$ cat config.mk
export PLATFORM = sky130hd
export DESIGN_NAME = instr_fetch_unit_flat
export DESIGN_NICKNAME = d
export VERILOG_FILES = /design/src/rtl/instr_fetch_unit_if.sv /design/src/rtl/instr_fetch_unit.sv /design/src/flat_wrapper.sv
export SDC_FILE = /design/constraint.sdc
export NUM_CORES = 1
export LEC_CHECK = 0
export ABC_AREA = 1
export CORE_ASPECT_RATIO = 0.5
export CORE_MARGIN = 2
export CORE_UTILIZATION = 30
export CTS_BUF_LIST = sky130_fd_sc_hd__clkbuf_16
export CTS_CLUSTER_SIZE = 40
export DETAILED_ROUTE_END_ITERATION = 7
export GPL_ROUTABILITY_DRIVEN = 0
export SYNTH_ARGS = -nofsm -noshare
export SYNTH_HDL_FRONTEND = slang
export SYNTH_SLANG_ARGS = --single-unit
$ cat constraint.sdc
create_clock -name clk -period 6.6 [get_ports clk]
set_input_delay 1.98 -clock clk [delete_from_list [all_inputs] [get_ports clk]]
set_output_delay 1.98 -clock clk [all_outputs]
set_load 0.05 [all_outputs]
$ cat src/rtl/instr_fetch_unit_if.sv
// Fetch-unit bus bundle: instruction-memory request/ack channel, redirect
// input, and the valid/ready decode channel carrying the head instruction.
interface instr_fetch_unit_if #(
  parameter int ADDR_W = 32
);
  logic              imem_req;
  logic [ADDR_W-1:0] imem_addr;
  logic              imem_ack;
  logic [31:0]       imem_rdata;
  logic              redirect;
  logic [ADDR_W-1:0] redirect_pc;
  logic              dec_valid;
  logic              dec_ready;
  logic [5:0]        opcode;
  logic [4:0]        func;
  logic [31:0]       instr;
  logic [ADDR_W-1:0] instr_pc;

  // fetch unit side
  modport master (
    output imem_req, imem_addr, dec_valid, opcode, func, instr, instr_pc,
    input  imem_ack, imem_rdata, redirect, redirect_pc, dec_ready
  );

  // memory / decode side
  modport slave (
    input  imem_req, imem_addr, dec_valid, opcode, func, instr, instr_pc,
    output imem_ack, imem_rdata, redirect, redirect_pc, dec_ready
  );
endinterface

$ cat src/rtl/instr_fetch_unit.sv
// Instruction fetch unit: one outstanding imem request at a time, a DEPTH-entry
// prefetch FIFO, and opcode/func split of the head word for the control unit.
// Redirect flushes the FIFO; an in-flight request is drained in DISCARD.
// Optional macro FETCH_BYPASS_EN: forward an acked word straight to decode
// when the FIFO is empty (zero-cycle fetch latency).
module instr_fetch_unit #(
  parameter int                ADDR_W   = 32,
  parameter int                DEPTH    = 2,
  parameter logic [ADDR_W-1:0] RESET_PC = '0
) (
  input  logic              clk,
  input  logic              rst_n,
  instr_fetch_unit_if.master bus
);
  localparam int PW = $clog2(DEPTH);
  localparam int CW = PW + 1;
  localparam logic [CW-1:0] FULL = CW'(DEPTH);

  localparam logic [1:0] S_IDLE = 2'd0;
  localparam logic [1:0] S_WAIT = 2'd1;
  localparam logic [1:0] S_DISC = 2'd2;

  logic [1:0]        r_state;
  logic [ADDR_W-1:0] r_fetch_pc;
  logic [ADDR_W-1:0] r_req_addr;
  logic [31:0]       r_fifo_instr [DEPTH];
  logic [ADDR_W-1:0] r_fifo_pc    [DEPTH];
  logic [PW-1:0]     r_rd_ptr, r_wr_ptr;
  logic [CW-1:0]     r_count;

  logic              w_empty, w_ack_wait, w_bypass, w_valid, w_push, w_pop;
  logic [ADDR_W-1:0] w_redir_pc;
  logic [31:0]       w_head_instr;
  logic [ADDR_W-1:0] w_head_pc;

  assign w_empty    = (r_count == '0);
  assign w_ack_wait = (r_state == S_WAIT) && bus.imem_ack;
  // low two bits of the redirect target are forced to zero (word aligned)
  assign w_redir_pc = bus.redirect_pc & ~ADDR_W'(3);

`ifdef FETCH_BYPASS_EN
  assign w_bypass = w_empty && w_ack_wait && !bus.redirect;
`else
  assign w_bypass = 1'b0;
`endif

  assign w_valid = !w_empty || w_bypass;
  // a bypassed word never occupies a slot, so only real entries are popped
  assign w_pop   = !w_empty && bus.dec_ready;
  assign w_push  = w_ack_wait && !bus.redirect && !(w_bypass && bus.dec_ready);

  // head selection; zero when nothing is available
  always_comb begin
    w_head_instr = '0;
    w_head_pc    = '0;
    if (w_bypass) begin
      w_head_instr = bus.imem_rdata;
      w_head_pc    = r_req_addr;
    end else if (!w_empty) begin
      w_head_instr = r_fifo_instr[r_rd_ptr];
      w_head_pc    = r_fifo_pc[r_rd_ptr];
    end
  end

  assign bus.imem_req  = (r_state != S_IDLE);
  assign bus.imem_addr = r_req_addr;
  assign bus.dec_valid = w_valid;
  assign bus.instr     = w_head_instr;
  assign bus.instr_pc  = w_head_pc;
  assign bus.opcode    = w_head_instr[31:26];
  assign bus.func      = w_head_instr[4:0];

  // request FSM and fetch PC; redirect wins over every other event
  always_ff @(posedge clk or negedge rst_n) begin
    if (!rst_n) begin
      r_state    <= S_IDLE;
      r_fetch_pc <= RESET_PC;
      r_req_addr <= RESET_PC;
    end else begin
      case (r_state)
        S_IDLE: begin
          if (bus.redirect) begin
            r_fetch_pc <= w_redir_pc;
            r_req_addr <= w_redir_pc;
            r_state    <= S_WAIT;
          end else if (r_count < FULL) begin
            r_req_addr <= r_fetch_pc;
            r_state    <= S_WAIT;
          end
        end
        S_WAIT: begin
          if (bus.redirect) begin
            r_fetch_pc <= w_redir_pc;
            r_state    <= bus.imem_ack ? S_IDLE : S_DISC;
          end else if (bus.imem_ack) begin
            r_fetch_pc <= r_fetch_pc + ADDR_W'(4);
            r_state    <= S_IDLE;
          end
        end
        S_DISC: begin
          if (bus.redirect) r_fetch_pc <= w_redir_pc;
          if (bus.imem_ack) r_state <= S_IDLE;
        end
        default: r_state <= S_IDLE;
      endcase
    end
  end

  // FIFO occupancy and pointers; redirect flushes after any same-cycle pop
  always_ff @(posedge clk or negedge rst_n) begin
    if (!rst_n) begin
      r_rd_ptr <= '0;
      r_wr_ptr <= '0;
      r_count  <= '0;
    end else if (bus.redirect) begin
      r_rd_ptr <= '0;
      r_wr_ptr <= '0;
      r_count  <= '0;
    end else begin
      if (w_push) r_wr_ptr <= r_wr_ptr + PW'(1);
      if (w_pop)  r_rd_ptr <= r_rd_ptr + PW'(1);
      case ({w_push, w_pop})
        2'b10:   r_count <= r_count + CW'(1);
        2'b01:   r_count <= r_count - CW'(1);
        default: r_count <= r_count;
      endcase
    end
  end

  // FIFO storage; contents are only visible through count, so no reset
  always_ff @(posedge clk) begin
    if (w_push) begin
      r_fifo_instr[r_wr_ptr] <= bus.imem_rdata;
      r_fifo_pc[r_wr_ptr]    <= r_req_addr;
    end
  end
endmodule

$ cat src/flat_wrapper.sv
// flat-port wrapper written by rule: the top's interface ports become plain ports
module instr_fetch_unit_flat 
#(
  parameter int                ADDR_W   = 32,
  parameter int                DEPTH    = 2,
  parameter logic [ADDR_W-1:0] RESET_PC = '0
)
  (clk, rst_n, bus_imem_req, bus_imem_addr, bus_dec_valid, bus_opcode, bus_func, bus_instr, bus_instr_pc, bus_imem_ack, bus_imem_rdata, bus_redirect, bus_redirect_pc, bus_dec_ready);
  instr_fetch_unit_if #(.ADDR_W(ADDR_W)) bus_i ();
  input  logic clk;
  input  logic rst_n;
  output wire logic [$bits(bus_i.imem_req)-1:0] bus_imem_req;
  output wire logic [$bits(bus_i.imem_addr)-1:0] bus_imem_addr;
  output wire logic [$bits(bus_i.dec_valid)-1:0] bus_dec_valid;
  output wire logic [$bits(bus_i.opcode)-1:0] bus_opcode;
  output wire logic [$bits(bus_i.func)-1:0] bus_func;
  output wire logic [$bits(bus_i.instr)-1:0] bus_instr;
  output wire logic [$bits(bus_i.instr_pc)-1:0] bus_instr_pc;
  input wire logic [$bits(bus_i.imem_ack)-1:0] bus_imem_ack;
  input wire logic [$bits(bus_i.imem_rdata)-1:0] bus_imem_rdata;
  input wire logic [$bits(bus_i.redirect)-1:0] bus_redirect;
  input wire logic [$bits(bus_i.redirect_pc)-1:0] bus_redirect_pc;
  input wire logic [$bits(bus_i.dec_ready)-1:0] bus_dec_ready;
  assign bus_imem_req = bus_i.imem_req;
  assign bus_imem_addr = bus_i.imem_addr;
  assign bus_dec_valid = bus_i.dec_valid;
  assign bus_opcode = bus_i.opcode;
  assign bus_func = bus_i.func;
  assign bus_instr = bus_i.instr;
  assign bus_instr_pc = bus_i.instr_pc;
  assign bus_i.imem_ack = bus_imem_ack;
  assign bus_i.imem_rdata = bus_imem_rdata;
  assign bus_i.redirect = bus_redirect;
  assign bus_i.redirect_pc = bus_redirect_pc;
  assign bus_i.dec_ready = bus_dec_ready;
  instr_fetch_unit #(.ADDR_W(ADDR_W), .DEPTH(DEPTH), .RESET_PC(RESET_PC)) u_core (.clk(clk), .rst_n(rst_n), .bus(bus_i));
endmodule
==> out/results.ini, run 1 <==
[finish]
fillers = 2802
drive_gt1_share_pct = 6.45
final_nets = 1127
utilization_pct = 39.3
area_growth_pct = 29.8
finalInstanceArea_um2 = 11400
num_antenna_cells = 0
instances_no_fill = 1461

[clocking]
insertion_delay_ns = 0.44
htreeDepth = 4
clkSlewWorstSetupHoldPaths_ns = 0.08
cts-root-buf = clkbuf_16
clockBufferDepth = 2
clock-sinks = 193
postCtsSetupRepairBufs = 0
cts_tree = built
cts_resized = 0
cts_buffers = 17
cts_hold_buf = 0

[floorplan]
initial_core_util_pct = 30.3
num_rows = 44
dieArea_um2 = 30600
dieWidth_um = 245
fp.dieH_um = 125
io_pins = 178
coreArea_um2 = 28800

[critical_path]
worst-r2r-cell-count = 7
arrival_ns = 2.98
crit_fanout = 65
criticalPathCategory = reg2out
crit_path_start_kind = flop
required_ns = 4.62
end_kind = output port

[placement]
pre_cts_slack_ns = 1.74
hpwl_um = 15900
port_buffers = 175
post_dp_cell_area_um2 = 10800
dpl.cell_count = 1429

[yosys]
ys_seq_elements = 193
synth_commonest_cells = 294 x nand2_1, 126 x edfxtp_1, 90 x a21oi_1
synth_area_leader_cell = edfxtp_1
async_flop_share_pct = 34.7
post-synth-top-count-cell = nand2_1
avgSynthCellArea_um2 = 9.59
yosys-top-cells-area = edfxtp_1 43%, dfrtp_1 19%, nand2_1 13%
ys_warn_count = 0
yosysTopAreaCellShare_pct = 43.3
synth_edf_count = 126
synth_cells = 912
synth_nets = 982
synthFlopType = edfxtp_1
ys_seq_area_share_pct = 62.4
syn-cell-area_um2 = 8740
ys_types = 32

[grt]
track_usage_pct = 15.8
grt_pass1_vias = 6630
grt_max_degree = 68
grt_pass1_wl_um = 37300
grt-ovfl-total = 0
grt_antenna_before_repair = 0

[power_and_ir_drop]
power.switching_mw = 2.70
clock_power_share_pct = 18.3
peakVddDrop_uv = 150
power_mw = 5.66
combinationalPowerShare_pct = 47.8
leakage_nw = 4.28
p_int_mw = 2.96
p_seq_share_pct = 33.9
powerDensity_nw_per_um2 = 498
switching_share_pct = 47.7

[worst_hold_path]
min_delay_path_depth = 0
hold_path.class = reg2reg

[route]
routed_wl_um = 23800
wire_per_inst_um = 16.3
drt_iter0_drc = 386
drc = 0
vias = 6837
firstDrtPassIters = 5
via_per_inst = 4.68
ant_nets = 0

[timing]
finalCritPeriodShare_pct = 75.2
hold_violations = 0
rsz0062_at_grt = no
finalCriticalPeriod_ns = 4.96
slew-limit-headroom_pct = 20.7
tightest_slew_ns = 1.19
max_clock_freq_mhz = 201
tns_ns = 0
finalHoldWorstSlack_ns = 0.513
finalWorstSetupSlack_ns = 1.64
setup-violations-final = 0
finClkSkew_ns = 0.0105
slew_violations = 0

[flow_run]
drv_cap = 0

[run_status]
run_status = finished, final reports clean

[cell usage in the layout, fill, tap and decap left out, types with 4 or more instances in the layout]
| cell | netlist | final |
|---|---|---|
| inv_8 | 0 | 4 |
| nor2_1 | 77 | 76 |
| nor2_4 | 8 | 9 |
| a21oi_1 | 90 | 90 |
| nand3_1 | 41 | 41 |
| a31oi_1 | 22 | 22 |
| buf_4 | 15 | 7 |
| clkbuf_16 | 0 | 17 |
| edfxtp_1 | 126 | 126 |
| dfrtp_1 | 67 | 66 |
| nand3b_1 | 4 | 4 |
| mux2i_1 | 4 | 4 |
| o21ai_0 | 34 | 34 |
| nor3_1 | 5 | 4 |
| nand2_1 | 294 | 294 |
| inv_1 | 43 | 44 |
| xor2_1 | 4 | 4 |
| o22ai_1 | 5 | 5 |
| clkdlybuf4s50_1 | 0 | 174 |
| inv_2 | 5 | 6 |
| nor2_2 | 6 | 6 |
| o21ai_1 | 5 | 5 |
[layout make-up]
class                           count  area (µm²)  area share (%)
Sequential cell                   193        5460            48.1
Multi-Input combinational cell    613        2810            24.8
Clock buffer                       17         425            3.75
Timing Repair Buffer              183        1820            16.0
Tap cell                          391         489            4.31
Clock inverter                     15         155            1.37
Inverter                           49         186            1.64
[power by group through the flow]
| stage | Sequential (mW) | Combinational, mW | Clock (mW) |
|---|---|---|---|
| 2_1_floorplan | 2.15 | 1.60 | 0 |
| 3_3_place_gp | 1.92 | 2.70 | 0 |
| 3_5_place_dp | 1.94 | 2.73 | 0 |
| 4_1_cts | 1.91 | 2.74 | 1.06 |
| 5_1_grt | 1.96 | 2.89 | 1.11 |
| 6_report | 1.92 | 2.70 | 1.04 |
[flip-flops by register name (all words and copies together) (netlist names)]
| signal | cells |
|---|---|
| u_core.r_fifo_pc | 62 |
| u_core.r_rd_ptr | 1 |
| u_core.r_count | 2 |
| u_core.bus.imem_addr | 31 |
| u_core.r_fifo_instr | 64 |
| u_core.r_fetch_pc | 30 |
| u_core.r_wr_ptr | 1 |
| u_core.r_state | 2 |
[layer usage]
metal | vias to the layer above | wire length, µm | GRT usage [%]
li1 | 3343 | - | -
met1 | 3317 | 10200 | 19.9
met2 | 142 | 12200 | 27.3
met3 | 35 | 731 | 2.91
met4 | 0 | 606 | 5.38
met5 | - | 0 | 0
[final timing paths]
kind	slack, ns	to	from
max	1.64	bus_instr_pc[0]	u_core.r_rd_ptr$_DFFE_PN0P_
min	0.51	u_core.r_fifo_pc[1][25]$_DFFE_PP_	u_core.bus.imem_addr[25]$_DFFE_PN0P_
max reg2reg	3.65	u_core.r_fetch_pc[11]$_DFFE_PN0P_	u_core.r_state[0]$_DFFE_PN0P_
min reg2reg	0.51	u_core.r_fifo_pc[1][25]$_DFFE_PP_	u_core.bus.imem_addr[25]$_DFFE_PN0P_
max in group asynchronous	4.21	u_core.r_rd_ptr$_DFFE_PN0P_	rst_n
min in group asynchronous	1.73	u_core.r_fetch_pc[7]$_DFFE_PN0P_	rst_n
[logic make-up after synthesis]
| logic type | after synthesis | synth area share, % |
|---|---|---|
| adder cells (fa/ha/maj) | 1 | 0.143 |
| AND/OR/NAND/NOR | 442 | 21.0 |
| flip-flops | 193 | 62.4 |
| XOR/XNOR | 4 | 0.401 |
| multiplexers | 4 | 0.458 |
| AO/OA/AOI/OAI | 162 | 9.93 |
| buffers and inverters | 106 | 5.58 |
[critical path, cell delays in order (launching register included)]
cell and delay, ns:
dfrtp_2 0.41, inv_2 0.85, nand2_1 0.11, a21oi_1 0.30, clkdlybuf4s50_1 0.87
(Power assumes the default switching activity.)
==> run 2: changes to the inputs <==
clock period = 4.3 ns   (was 6.6 ns; I/O delays follow)
==> out/results.ini, run 2 (synthesized netlist as in run 1, its figures left out) <==
[critical_path]
worst-r2r-cell-count = 6  ; was 7
required_ns = 3.01  ; was 4.62 ns
path_cells = buf_4 > nand2_1 > a21oi_1 > clkdlybuf4s50_1  ; was inv_2 > nand2_1 > a21oi_1 > clkdlybuf4s50_1
arrival_ns = 2.66  ; was 2.98 ns
end_kind = output port  ; unchanged
crit_fanout = 63  ; was 65
rr_startpoint = u_core.r_state[0]$_DFFE_PN0P_  ; unchanged
slowest_stage = clkdlybuf4s50_1  ; unchanged
crit_path_start_kind = flop  ; unchanged
cp-startpoint = u_core.r_rd_ptr$_DFFE_PN0P_  ; unchanged
r2r_end = u_core.r_fifo_instr[0][20]$_DFFE_PP_  ; was u_core.r_fetch_pc[11]$_DFFE_PN0P_
max_stage_delay_ns = 0.87  ; about the same
path_buf_inv = 2  ; unchanged
criticalPathCategory = reg2out  ; unchanged
reg2reg_slack_ns = 2.22  ; was 3.65 ns
cp_top_family = buffers and inverters  ; unchanged

[timing]
finalCriticalPeriod_ns = 3.95
finalCritPeriodShare_pct = 91.9
finClkSkew_ns = 0.0120  ; was 0.0105 ns
rsz0062_at_grt = no  ; unchanged
slew-limit-headroom_pct = 52.2  ; was 20.7%
tns_ns = 0  ; unchanged
max_clock_freq_mhz = 253
setup-violations-final = 0  ; unchanged
tightest_slew_ns = 0.717  ; was 1.19 ns
hold_violations = 0  ; unchanged
slew_violations = 0  ; unchanged

[finish]
largest_register = u_core.r_fifo_instr  ; unchanged
layout_common_cells = 294 x nand2_1, 173 x clkdlybuf4s50_1, 126 x edfxtp_1  ; was 294 x nand2_1, 174 x clkdlybuf4s50_1, 126 x edfxtp_1
area_growth_pct = 30.7  ; was 29.8%
largest_register_ffs = 64  ; unchanged
final_common_cell = nand2_1  ; unchanged
utilization_pct = 39.6  ; was 39.3%
drive_gt1_share_pct = 7.24  ; was 6.45%
final_nets = 1134  ; was 1127
finalInstanceArea_um2 = 11400  ; about the same

[clocking]
clkSlewWorstSetupHoldPaths_ns = 0.08  ; about the same
clockBufferDepth = 2  ; unchanged
cts_tree = built  ; unchanged
cts-root-buf = clkbuf_16  ; unchanged
clock-sinks = 193  ; unchanged
htreeDepth = 4  ; unchanged
postCtsSetupRepairBufs = 0  ; unchanged
cts_buffers = 17  ; unchanged
insertion_delay_ns = 0.43  ; was 0.44 ns
cts_hold_buf = 0  ; unchanged
cts_resized = 0  ; unchanged

[floorplan]
dieArea_um2 = 30600  ; unchanged
coreArea_um2 = 28800  ; unchanged
io_pins = 178  ; unchanged
fp.dieH_um = 125  ; unchanged
num_rows = 44  ; unchanged
initial_core_util_pct = 30.3  ; unchanged
dieWidth_um = 245  ; unchanged

[flow_run]
drv_cap = 0  ; unchanged

[placement]
post_dp_cell_area_um2 = 10800  ; about the same
port_buffers = 175  ; unchanged
hpwl_um = 16200  ; was 15900 µm

[grt]
track_usage_pct = 15.7  ; was 15.8%
grt-ovfl-total = 0  ; unchanged
grt_max_degree = 65  ; was 68
grt_pass1_vias = 6742  ; was 6630
grt_antenna_before_repair = 1  ; was 0
grt_pass1_wl_um = 37300  ; about the same

[route]
wire_per_inst_um = 16.1  ; was 16.3 µm
drt_iter0_drc = 365  ; was 386
via_per_inst = 4.65  ; was 4.68
drc = 0  ; unchanged
firstDrtPassIters = 5  ; unchanged
vias = 6832  ; was 6837
ant_nets = 0  ; unchanged
routed_wl_um = 23700  ; was 23800 µm

[worst_hold_path]
hold_path.class = reg2reg  ; unchanged
hp-start = u_core.bus.imem_addr[23]$_DFFE_PN0P_  ; was u_core.bus.imem_addr[25]$_DFFE_PN0P_
holdPathEnd = u_core.r_fifo_pc[1][23]$_DFFE_PP_  ; was u_core.r_fifo_pc[1][25]$_DFFE_PP_
min_delay_path_depth = 0  ; unchanged

[power_and_ir_drop]
leakage_nw = 4.33  ; was 4.28 nW
powerDensity_nw_per_um2 = 764  ; was 498 nW/µm²
peakVddDrop_uv = 263  ; was 150 µV

[run_status]
run_status = finished, final reports clean  ; unchanged

## run 2: worst max path at each step
stage	end	slack, ns	cells past startpoint
6_report	bus_instr_pc[0]	0.35	4
5_1_grt	bus_instr_pc[0]	0.18	4
4_1_cts	bus_instr_pc[1]	0.27	4
3_5_place_dp	bus_instr_pc[0]	0.75	4
3_3_place_gp	bus_instr_pc[1]	0.74	4
2_1_floorplan	u_core.r_fifo_instr[0][0]$_DFFE_PP_	0.46	5
## run 2: stage by stage
stage / worst slack (ns) / cells / hold WS, ns / power, mW
finish: 0.350 / 1469 / 0.510 / 8.73
global route: 0.180 / 1469 / 0.528 / 9.21
CTS: 0.271 / 1468 / 0.511 / 8.80
detailed placement: 0.750 / 1436 / 0.494 / 7.19
global placement: 0.739 / 1436 / 0.480 / 7.13
floorplan: 0.458 / 912 / 0.481 / 5.76
## run 2: area by class of cell
type                            instances  area, µm²
Clock buffer                           17        425
Timing Repair Buffer                  190       1880
Antenna cell                            1       2.50
Clock inverter                         15        169
Sequential cell                       193       5460
Multi-Input combinational cell        613       2810
Inverter                               49        186
Fill cell                            2848      17400
Tap cell                              391        489
## run 2: per-layer routing
layer / up-vias / part of all wire [%] / GRT usage (%)
li1: 3358 / - / -
met1: 3306 / 42 / 19.4
met2: 140 / 52 / 27.1
met3: 28 / 3.8 / 2.87
met4: 0 / 2.4 / 6.13
met5: - / 0 / 0
## run 2: power by group
part	internal (mW)	switching [mW]	leakage, nW
clock	0.831	0.768	0.297
sequential	2.48	0.430	1.92
combinational	1.27	2.95	2.10
